**src/rtl/pipe_ctrl.sv**
```systemverilog
// Pipeline control: stall/flush arbitration, branch/trap redirect with hold-over across memory stalls.
// Optional watchdog on long stalls is built when PIPE_CTRL_WDT_EN is defined.
module pipe_ctrl #(
  parameter int unsigned FLUSH_CYCLES = 2,
  parameter int unsigned WDT_LIMIT    = 1024
) (
  input  logic        clk,
  input  logic        rst_n,
  input  logic        stallreq_if_i,
  input  logic        stallreq_id_i,
  input  logic        stallreq_ex_i,
  input  logic        stallreq_mem_i,
  input  logic        ex_branch_flag_i,
  input  logic [31:0] ex_branch_addr_i,
  input  logic        trap_req_i,
  input  logic [31:0] trap_addr_i,
  output logic [4:0]  stall_o,
  output logic        flush_if_id_o,
  output logic        flush_id_ex_o,
  output logic        redirect_o,
  output logic [31:0] redirect_pc_o,
  output logic        stall_timeout_o
);

  if (FLUSH_CYCLES < 1 || FLUSH_CYCLES > 15) begin : g_bad_flush
    $error("FLUSH_CYCLES must be 1..15");
  end
  if (WDT_LIMIT < 1 || WDT_LIMIT > 65535) begin : g_bad_wdt
    $error("WDT_LIMIT must be 1..65535");
  end

  localparam logic [3:0] FLUSH_RELOAD = 4'(FLUSH_CYCLES - 1);

  typedef enum logic [1:0] {RUN, PEND, FLUSH} state_e;

  state_e      state_q, state_d;
  logic [3:0]  cnt_q, cnt_d;
  logic [31:0] pend_q, pend_d;
  logic [4:0]  stall_req;
  logic        redir;
  logic [31:0] redir_pc;

  // Highest stalled stage freezes itself and everything upstream.
  always_comb begin
    if      (stallreq_mem_i) stall_req = 5'b01111;
    else if (stallreq_ex_i)  stall_req = 5'b00111;
    else if (stallreq_id_i)  stall_req = 5'b00011;
    else if (stallreq_if_i)  stall_req = 5'b00001;
    else                     stall_req = 5'b00000;
  end

  // A redirect can only be issued while the memory stage is free; a trap always wins the target.
  always_comb begin
    redir    = 1'b0;
    redir_pc = 32'h0;
    if (!stallreq_mem_i) begin
      if (state_q == PEND) begin
        redir    = 1'b1;
        redir_pc = trap_req_i ? trap_addr_i : pend_q;
      end else if (trap_req_i || ex_branch_flag_i) begin
        redir    = 1'b1;
        redir_pc = trap_req_i ? trap_addr_i : ex_branch_addr_i;
      end
    end
  end

  always_ff @(posedge clk or negedge rst_n) begin
    if (!rst_n) begin
      state_q <= RUN;
      cnt_q   <= 4'd0;
      pend_q  <= 32'h0;
    end else begin
      state_q <= state_d;
      cnt_q   <= cnt_d;
      pend_q  <= pend_d;
    end
  end

  always_comb begin
    state_d = state_q;
    cnt_d   = cnt_q;
    pend_d  = pend_q;
    if (redir) begin
      state_d = (FLUSH_CYCLES > 1) ? FLUSH : RUN;
      cnt_d   = FLUSH_RELOAD;
    end else if (state_q == PEND) begin
      if (trap_req_i) pend_d = trap_addr_i;
    end else if (trap_req_i || ex_branch_flag_i) begin
      state_d = PEND;
      cnt_d   = 4'd0;
      pend_d  = trap_req_i ? trap_addr_i : ex_branch_addr_i;
    end else if (state_q == FLUSH && !stall_req[0]) begin
      cnt_d = cnt_q - 4'd1;
      if (cnt_q == 4'd1) state_d = RUN;
    end
  end

  // Outputs are forced low while reset is asserted so the pipeline sees no stale control.
  always_comb begin
    stall_o       = 5'b00000;
    flush_if_id_o = 1'b0;
    flush_id_ex_o = 1'b0;
    redirect_o    = 1'b0;
    redirect_pc_o = 32'h0;
    if (rst_n) begin
      stall_o       = redir ? 5'b00000 : stall_req;
      flush_if_id_o = redir || (state_q == FLUSH);
      flush_id_ex_o = redir || (stall_req == 5'b00011);
      redirect_o    = redir;
      redirect_pc_o = redir_pc;
    end
  end

`ifdef PIPE_CTRL_WDT_EN
  logic [15:0] wdt_q, wdt_d;
  logic        wdt_hit;

  always_comb begin
    wdt_hit = (stall_o != 5'b00000) && (wdt_q == 16'(WDT_LIMIT - 1));
    wdt_d   = (stall_o == 5'b00000 || wdt_hit) ? 16'd0 : wdt_q + 16'd1;
  end

  always_ff @(posedge clk or negedge rst_n) begin
    if (!rst_n) wdt_q <= 16'd0;
    else        wdt_q <= wdt_d;
  end

  assign stall_timeout_o = wdt_hit;
`else
  assign stall_timeout_o = 1'b0;
`endif

endmodule
```
**config.mk**
```make
export PLATFORM = sky130hd
export DESIGN_NAME = pipe_ctrl
export DESIGN_NICKNAME = d
export VERILOG_FILES = /design/src/rtl/pipe_ctrl.sv
export SDC_FILE = /design/constraint.sdc
export NUM_CORES = 1
export LEC_CHECK = 0
export CORE_UTILIZATION = 49
export CTS_BUF_LIST = sky130_fd_sc_hd__clkbuf_8
export DETAILED_ROUTE_END_ITERATION = 16
export PLACE_DENSITY = 0.84
export SLEW_MARGIN = 20
export SYNTH_ARGS = -nofsm -noshare
export SYNTH_HDL_FRONTEND = slang
export SYNTH_SLANG_ARGS = --single-unit
```
**constraint.sdc**
```tcl
create_clock -name clk -period 2 [get_ports clk]
set_input_delay 0.2 -clock clk [delete_from_list [all_inputs] [get_ports clk]]
set_output_delay 0.2 -clock clk [all_outputs]
set_load 0.01 [all_outputs]
```
== Word level (Yosys, flattened, before mapping) ==
Cells that the tools add are included.

* Register bits: 38
* Input bits: 72
* Output and inout port bits: 41
* Logic and storage cells: 50

* Add/sub/neg operators: 1
* Equal/unequal tests: 5
* Mux-type cells: 29
* Bitwise gates (word level): 1
* Reduce and logical (&&, ||, !) cells: 11

{| class="wikitable"
|+ Operators by type and width
! operator !! number
|-
| 32-bit two-way mux || 8
|-
| 4-bit two-way mux || 4
|-
| 5-bit two-way mux || 3
|-
| 2-bit two-way mux || 6
|-
| 1-bit two-way mux || 7
|-
| 3-bit nonzero test || 2
|-
| 5-bit by 2-bit == test with 1-bit output, second input constant || 1
|-
| 4-bit by 1-bit == test with 1-bit output, second input constant || 1
|-
| 2-bit AND reduction || 2
|-
| 4-bit by 1-bit subtractor with 4-bit output, second input constant || 1
|-
| 1-bit logical OR || 3
|-
| 3-bit two-way mux || 1
|-
| 3-bit AND reduction || 1
|-
| 2-bit by 1-bit == test with 1-bit output, second input constant || 1
|-
| 2-bit == test, second input constant || 1
|-
| 2-bit != test, second input constant || 1
|-
| 2-bit nonzero test || 1
|-
| 1-bit logical AND || 1
|-
| 1-bit logical NOT || 1
|-
| 1-bit NOT || 1
|}

== Longest topological paths before layout ==
Gate-level depths: netlist of the first run.

* Depth in word-level cells: 10
* Gate-level depth with buffers: 6

== Worst setup path after synthesis of the first run ==
Ideal clock, no wire load.

* Kind: register to output
* Start: register state_q[1]
* End: output redirect_pc_o[10]
* Data arrival time: 1.609 ns
* Required time: 1.800 ns
* Slack: 0.191 ns
* Stages on the path, launching flop included: 6
* Cell sequence: dfrtp_1 > nand2b_1 > clkbuf_1 > clkbuf_1 > mux2_2 > o211a_1

* Longest elaborated chain between the ends: 4

{| class="wikitable"
|+ Ends and longest elaborated chain
! element !! RTL line !! source
|-
| from (decl) || 36 || <nowiki>state_e state_q, state_d;</nowiki>
|-
| from (signal assigned) || 73 || <nowiki>state_q <= state_d;</nowiki>
|-
| 2-bit by 1-bit == test with 1-bit output || 57 || <nowiki>if (state_q == PEND) begin</nowiki>
|-
| 32-bit two-way mux || 57 ||
|-
| 32-bit two-way mux || 56 || <nowiki>if (!stallreq_mem_i) begin</nowiki>
|-
| 32-bit two-way mux || 105 || <nowiki>if (rst_n) begin</nowiki>
|-
| to (decl) || 21 || <nowiki>output logic [31:0] redirect_pc_o,</nowiki>
|}

No other way between the ends.

== Worst setup path in the final report of the first run ==
* Start: register state_q[1]
* End: output redirect_pc_o[18]

The elaborated chain is that of the path after synthesis.

==> results of run 1 <==
[final timing paths]
path,from,end,slack (ns),depth (start not counted)
worst max-delay path,state_q[1]$_DFFE_PN0P_,redirect_pc_o[18],-0.08,6
worst min-delay path,rst_n,pend_q[11]$_DFFE_PN0P_,0.005,3
worst max register to register,state_q[1]$_DFFE_PN0P_,pend_q[12]$_DFFE_PN0P_,0.15,4
worst min register to register,cnt_q[2]$_DFFE_PN0P_,cnt_q[2]$_DFFE_PN0P_,0.55,1
max in group asynchronous,rst_n,cnt_q[0]$_DFFE_PN0P_,1.78,3
min in group clk,stallreq_mem_i,cnt_q[3]$_DFFE_PN0P_,0.41,4
[metal layers]
metal  up-vias  share of wire (%)  track usage (%)
li1       1720                  -                -
met1      1809                 42             39.4
met2       194                 47             51.0
met3        35                8.1             6.82
met4         0                2.6             13.3
met5         -                  0                0
[power breakdown]
part	switching, mW	leakage, nW	total (mW)	internal, mW
Sequential	0.113	0.436	1.00	0.889
Clock	0.289	0.0438	0.524	0.235
Combinational	0.489	1.95	1.14	0.646
[cell usage after synthesis (all sizes together) (3+ instances only)]
master / count / area share [%]
dfrtp: 38 / 27
or2: 33 / 5.8
nor2: 5 / 0.53
clkbuf: 41 / 4.3
buf: 7 / 1.2
nand2b: 36 / 6.3
nor3b: 34 / 7.2
o221a: 32 / 10
or4: 3 / 0.63
a41oi: 33 / 8.1
mux2: 32 / 10
nand2: 5 / 0.53
o211a: 32 / 9.0
a21oi: 3 / 0.42
inv: 34 / 3.6
[critical path: stages (launching register included)]
cell and delay [ns]:
dfrtp_1 0.37, nand2b_4 0.21, buf_6 0.14, clkbuf_16 0.15
mux2_2 0.35, o211a_1 0.22, buf_2 0.14
[stage by stage]
stage,hold WS [ns],cells
final,0.00507,610
after global routing,0.0146,610
after CTS,0.00557,609
after detailed placement,0.250,582
after global placement,0.248,582
after floorplan,-0.0956,394
[layout make-up]
cell class	count	area (um^2)	area share, %
timing repair buffer	160	1510	29.4
multi-input combinational	275	2360	45.8
clock buffer	5	68.8	1.34
sequential	38	951	18.5
clock inverter	2	10.0	0.195
tap	96	120	2.33
inverter	34	128	2.48
[registers in the layout (all words and copies together) (netlist names)]
| name | cells |
|---|---|
| state_q | 2 |
| pend_q | 32 |
| cnt_q | 4 |
[cells by family (layout without fill, tap and decap cells)]
family,after synthesis,count (layout),synth area share [%]
buffers and inverters,82,201,9.17
and+or+nand+nor,128,128,23.2
muxes,32,32,10.2
other,1,2,0.106
AOI/OAI and AO/OA,110,111,29.9
DFF,38,38,26.8
adders and majority gates,2,2,0.705
[timing repair]
item / 4_1_cts / 5_1_grt
pin swaps: 2 / 1
setup buffers: 14 / 4
hold buffers: 1 / 0
cloned: 5 / 1
resized for setup: 149 / 12
endpoints found under the hold margin: 23 / 0
endpoints found under the setup margin: 59 / 47
==> summary.md, run 1 <==
| Metric | Value |
|---|---|
| DP Area | ~5000 um^2 |
| Proportion of layout cells with a drive suffix above 1 | 32.7% |
| DR pass1 iterations | 5 |
| Via Count | between 3000 and 4000 |
| All-Layer GR Usage | 31.1% |
| Nets | just under 600 |
| Fin util | between 70 and 80% |
| Clock skew | around 0.0045 ns |
| CTS tree | done |
| Critical Path Sink Type | primary output |
| Async set-reset flop share out of synthesis | 100% |
| Syn-to-layout area delta | 45.0% |
| Clk pin slew, worst setup/hold paths | approximately 0.08 ns |
| Fillcell total | approximately 510 |
| Main flop type after synthesis | dfrtp_1 |
| Inserted Clock Buffers | 5 |
| Clk Tree Root Cell | clkbuf_8 |
| Post-layout min period | approximately 2.1 ns |
| Register area share after synthesis | 26.8% |
| Die area | roughly 7600 um^2 |
| # H-tree levels | 2 |
| PortBufs | between 100 and 150 |
| DR iter-0 viols | between 200 and 300 |
| Library cells used by synthesis | 40 |
| Critical Path AT | around 1.9 ns |
| WS Path Type | register to primary output |
| Remaining antenna violation count | 0 |
| Die width | roughly 87 um |
| Crit-path max FO | 7 |
| Violated checks | negative setup slack |
| Max Root-Sink Buffers | 2 |
| Wire per inst | about 19 um |
| Placer Congestion | between 0.8 and 0.9 |
| Core area | 6910 um^2 |
| # DRC | 0 |
| Vias/cell | roughly 6.2 |
| Largest net degree at the start of global routing | 99 |
| Initial antenna violation count | 0 |
| Kind of start point of the critical path | register |
| Synth Area per Inst | around 9 um^2 |
| Slew HR | roughly 36% |
| Setup_tns | -0.421 ns |
| Total grt overflow | 0 |
| Endpoints failing hold | 0 |
| Worst slack at placement | -0.127 ns |
| First-pass GRT wire length | between 15 and 20 mm |
| CP Data Required Time | about 1.8 ns |
| Most common cell after layout, fill and taps aside | clkdlybuf4s50_1 |
| Fin crit share | 104% |
| VDD IR max | roughly 0.30 mV |
| Leakage power | 2.43 nW |
| # setup viols final | 15 |
| Die height | 87.1 um |
| Fmax | ~0.48 GHz |
| I/O pin cnt | approximately 110 |
| Commonest cells after routing, fill and taps aside | 69 x clkdlybuf4s50_1, 38 x dfrtp_1, 35 x nand2b_1 |
| Starting density of the core | 51.4% |
| Power consumption | 2.66 mW |
| Design Area, Final | 5150 um^2 |
| Worst-skew pair later-pin latency | about 0.3 ns |
| Gate Count Post-Synth | 393 |
| Slew @ Worst Pin | roughly 0.95 ns |
| Max-Cap Viols | 0 |
| Post-synth EDFFs | 0 |
| CTS sink cnt | 38 |
| Status | finished, violations left |
| Setup ws final | -0.0822 ns |
| Vias in the first global route | 3645 |
| Synth warn | 0 |
| Dpl hpwl | approximately 6.9 mm |
| Synth Register Bits | 38 |
| Mapped Area | 3550 um^2 |
| WL final | between 10 and 15 mm |
| Hold/Removal Path Class | primary input to async pin |
| Pins Over Slew Limit | 0 |
| PD cells | between 500 and 600 nW/um^2 |
| Ant. Diodes | 0 |
| RSZ-0062 raised after global routing | true |
| Row cnt | 30 |
Note: power is estimated with default switching activity, not from simulation.
==> inputs of run 2 (changes only) <==
--- a/config.mk
+++ b/config.mk
@@ -10,3 +10,4 @@
 export DETAILED_ROUTE_END_ITERATION = 16
-export PLACE_DENSITY = 0.84
+export PLACE_DENSITY_LB_ADDON = 0.15
+export SKIP_LAST_GASP = 1
 export SLEW_MARGIN = 20
==> constraint.sdc (replaced) <==
create_clock -name clk -period 2 [get_ports clk]
set_input_delay 0.3 -clock clk [delete_from_list [all_inputs] [get_ports clk]]
set_output_delay 0.3 -clock clk [all_outputs]
set_load 0.01 [all_outputs]
==> summary.md, run 2 (synthesized netlist as in run 1, its figures left out) <==
| Metric | Value |
|---|---|
| Grt met3 use | 6.26% (was 6.82%) |
| RSZ-0062 raised after global routing | true (unchanged) |
| Die width | 87.1 um (unchanged) |
| Proportion of layout cells with a drive suffix above 1 | 30.6% (was 32.7%) |
| Violated checks | negative setup slack (unchanged) |
| Critical-path top delay cell | dfrtp_1 (unchanged) |
| GR peak layer | met2 (unchanged) |
| Setup ws final | -0.288 ns (was -0.0822 ns) |
| R2R setup slack | 0.13 ns (was 0.15 ns) |
| Post-layout min period | 2.29 ns (was 2.08 ns) |
| Crit-path max FO | 12 (was 7) |
| Vias in the first global route | 3700 (was 3645) |
| Critical Path AT | 1.99 ns (was 1.88 ns) |
| DR pass1 iterations | 4 (was 5) |
| Leakage power | 2.69 nW (was 2.43 nW) |
| Largest regs | pend_q (32), cnt_q (4), state_q (2) (unchanged) |
| Inserted Clock Buffers | 5 (unchanged) |
| I/O pin cnt | 113 (unchanged) |
| Worst r2r src | state_q[1]$_DFFE_PN0P_ (unchanged) |
| Clk pin slew, worst setup/hold paths | 0.08 ns (about the same) |
| Max Root-Sink Buffers | 2 (unchanged) |
| Max FFs per register | 32 (unchanged) |
| VDD IR max | 0.388 mV (was 0.298 mV) |
| Worst path bufs/invs | 3 (unchanged) |
| Fin crit share | 114% (was 104%) |
| # H-tree levels | 2 (unchanged) |
| R2R cell count | 7 (was 4) |
| DR iter-0 viols | 221 (was 265) |
| Endpoints failing hold | 0 (unchanged) |
| Starting density of the core | 51.4% (unchanged) |
| Largest net degree at the start of global routing | 42 (was 99) |
| Hold/Removal Path Class | primary input to async pin (unchanged) |
| Max-Cap Viols | 0 (unchanged) |
| CTS sink cnt | 38 (unchanged) |
| Core area | 6910 um^2 (unchanged) |
| Remaining antenna violation count | 0 (unchanged) |
| Total grt overflow | 0 (unchanged) |
| Wire per inst | 18.9 um (was 19.3 um) |
| Nets | 596 (was 588) |
| PD cells | 526 nW/um^2 (was 517 nW/um^2) |
| Syn-to-layout area delta | 50.2% (was 45.0%) |
| Vias/cell | 6.13 (was 6.16) |
| Worst-skew pair later-pin latency | 0.31 ns (was 0.30 ns) |
| Biggest register | pend_q (unchanged) |
| Initial antenna violation count | 1 (was 0) |
| CP peak stage delay | 0.40 ns (was 0.37 ns) |
| # DRC | 0 (unchanged) |
| All-Layer GR Usage | 29.7% (was 31.1%) |
| Cell family with the largest share of critical-path delay | buffers and inverters (unchanged) |
| Cells along the critical path | nand2b_4 -> buf_12 -> buf_4 -> mux2_2 -> o211a_1 -> dlygate4sd2_1 (was nand2b_4 -> buf_6 -> clkbuf_16 -> mux2_2 -> o211a_1 -> buf_2) |
| R2r endpoint | pend_q[21]$_DFFE_PN0P_ (was pend_q[12]$_DFFE_PN0P_) |
| Critical Path Sink Type | primary output (unchanged) |
| Most common cell after layout, fill and taps aside | clkdlybuf4s50_1 (unchanged) |
| WS Path Type | register to primary output (unchanged) |
| Dpl hpwl | 7.43 mm (was 6.90 mm) |
| Clk Tree Root Cell | clkbuf_8 (unchanged) |
| PortBufs | 110 (unchanged) |
| CTS tree | done (unchanged) |
| Die area | 7590 um^2 (unchanged) |
| Commonest cells after routing, fill and taps aside | 69 x clkdlybuf4s50_1, 41 x buf_4, 37 x dfrtp_1, 35 x nand2b_1 (was 69 x clkdlybuf4s50_1, 38 x dfrtp_1, 35 x nand2b_1) |
| Fin util | 77.2% (was 74.5%) |
| Row cnt | 30 (unchanged) |
| Via Count | 3792 (was 3758) |
| Worst slack at placement | -0.411 ns (was -0.127 ns) |
| CP Data Required Time | 1.70 ns (was 1.80 ns) |
| Pins Over Slew Limit | 0 (unchanged) |
| WL final | 11.7 mm (was 11.8 mm) |
| Met2 Use GR | 49.4% (was 51.0%) |
| Kind of start point of the critical path | register (unchanged) |
| # setup viols final | 33 (was 15) |
| Ant. Diodes | 0 (unchanged) |
| Clock skew | 0.00240 ns (was 0.00450 ns) |
| First-pass GRT wire length | 17.8 mm (was 18.3 mm) |
| Die height | 87.1 um (unchanged) |
| Fmax | 0.437 GHz (was 0.480 GHz) |
| Met1 layer usage reported by global route | 38.4% (was 39.4%) |
| Status | finished, violations left (unchanged) |
| Placer Congestion | 0.775 (was 0.832) |
-- run 2: cell count changes in the layout (fill, tap and decap cells not counted), sizes merged --
cell	before	now
nand2b	36	37
clkinv	2	0
dlygate4sd3	0	1
dlygate4sd2	3	10
clkbuf	7	15
buf	83	64
a21boi	2	1
dlymetal6s2s	2	16
-- run 2: area by class of cell --
cell class                 instances  area (um^2)
fill                             493         1580
sequential                        38          952
inverter                          34          128
tap                               96          120
multi-input combinational        275         2370
timing repair buffer             168         1650
clock buffer                       8          110
-- run 2: how the worst max path moves through the flow --
stage	depth (start not counted)	end	from	slack [ns]
2_1_floorplan	5	redirect_pc_o[10]	state_q[1]$_DFFE_PN0P_	0.09
3_3_place_gp	6	cnt_q[3]$_DFFE_PN0P_	stallreq_mem_i	-0.34
3_5_place_dp	6	cnt_q[3]$_DFFE_PN0P_	stallreq_mem_i	-0.41
4_1_cts	5	redirect_pc_o[26]	state_q[0]$_DFFE_PN0P_	-0.40
5_1_grt	6	redirect_pc_o[11]	state_q[1]$_DFFE_PN0P_	-0.32
6_report	6	redirect_pc_o[11]	state_q[1]$_DFFE_PN0P_	-0.29
-- run 2: tightest hold or removal path: cells and delay by family --
family	cells	cell delay, ns
buf+inv	3	0.66
-- run 2: what timing repair did --
item                       4_1_cts  5_1_grt
hold buffers                     1        0
buffers inserted                 3       14
setup endpoints to repair       40       35
pin swaps                        0        3
gates cloned                     1        4
gates resized for setup         15       76
hold endpoints to repair         7        0
-- run 2: routing by layer --
layer  vias up  part of all wire (%)
li1       1734                     -
met1      1855                    42
met2       180                    48
met3        21                   7.6
met4         2                   1.8
met5         -                  0.11
-- run 2: metrics by stage --
step | setup TNS [ns] | hold WS [ns] | instance area, um^2 | total power [mW] | std cells
2_1_floorplan | 0 | 0.00441 | 3550 | 1.57 | 394
3_3_place_gp | -11.58 | 0.280 | 4900 | 1.99 | 589
3_5_place_dp | -15.16 | 0.281 | 4900 | 2.02 | 589
4_1_cts | -11.48 | 0.233 | 5080 | 2.70 | 602
5_1_grt | -7.30 | 0.262 | 5330 | 2.94 | 619
6_report | -5.90 | 0.227 | 5330 | 2.80 | 619
-- run 2: power breakdown --
group	leakage (nW)	total (mW)	switching (mW)	internal [mW]
combinational	2.20	1.15	0.484	0.668
clock	0.0575	0.655	0.306	0.349
sequential	0.435	0.996	0.106	0.889
total	2.69	2.80	0.896	1.91
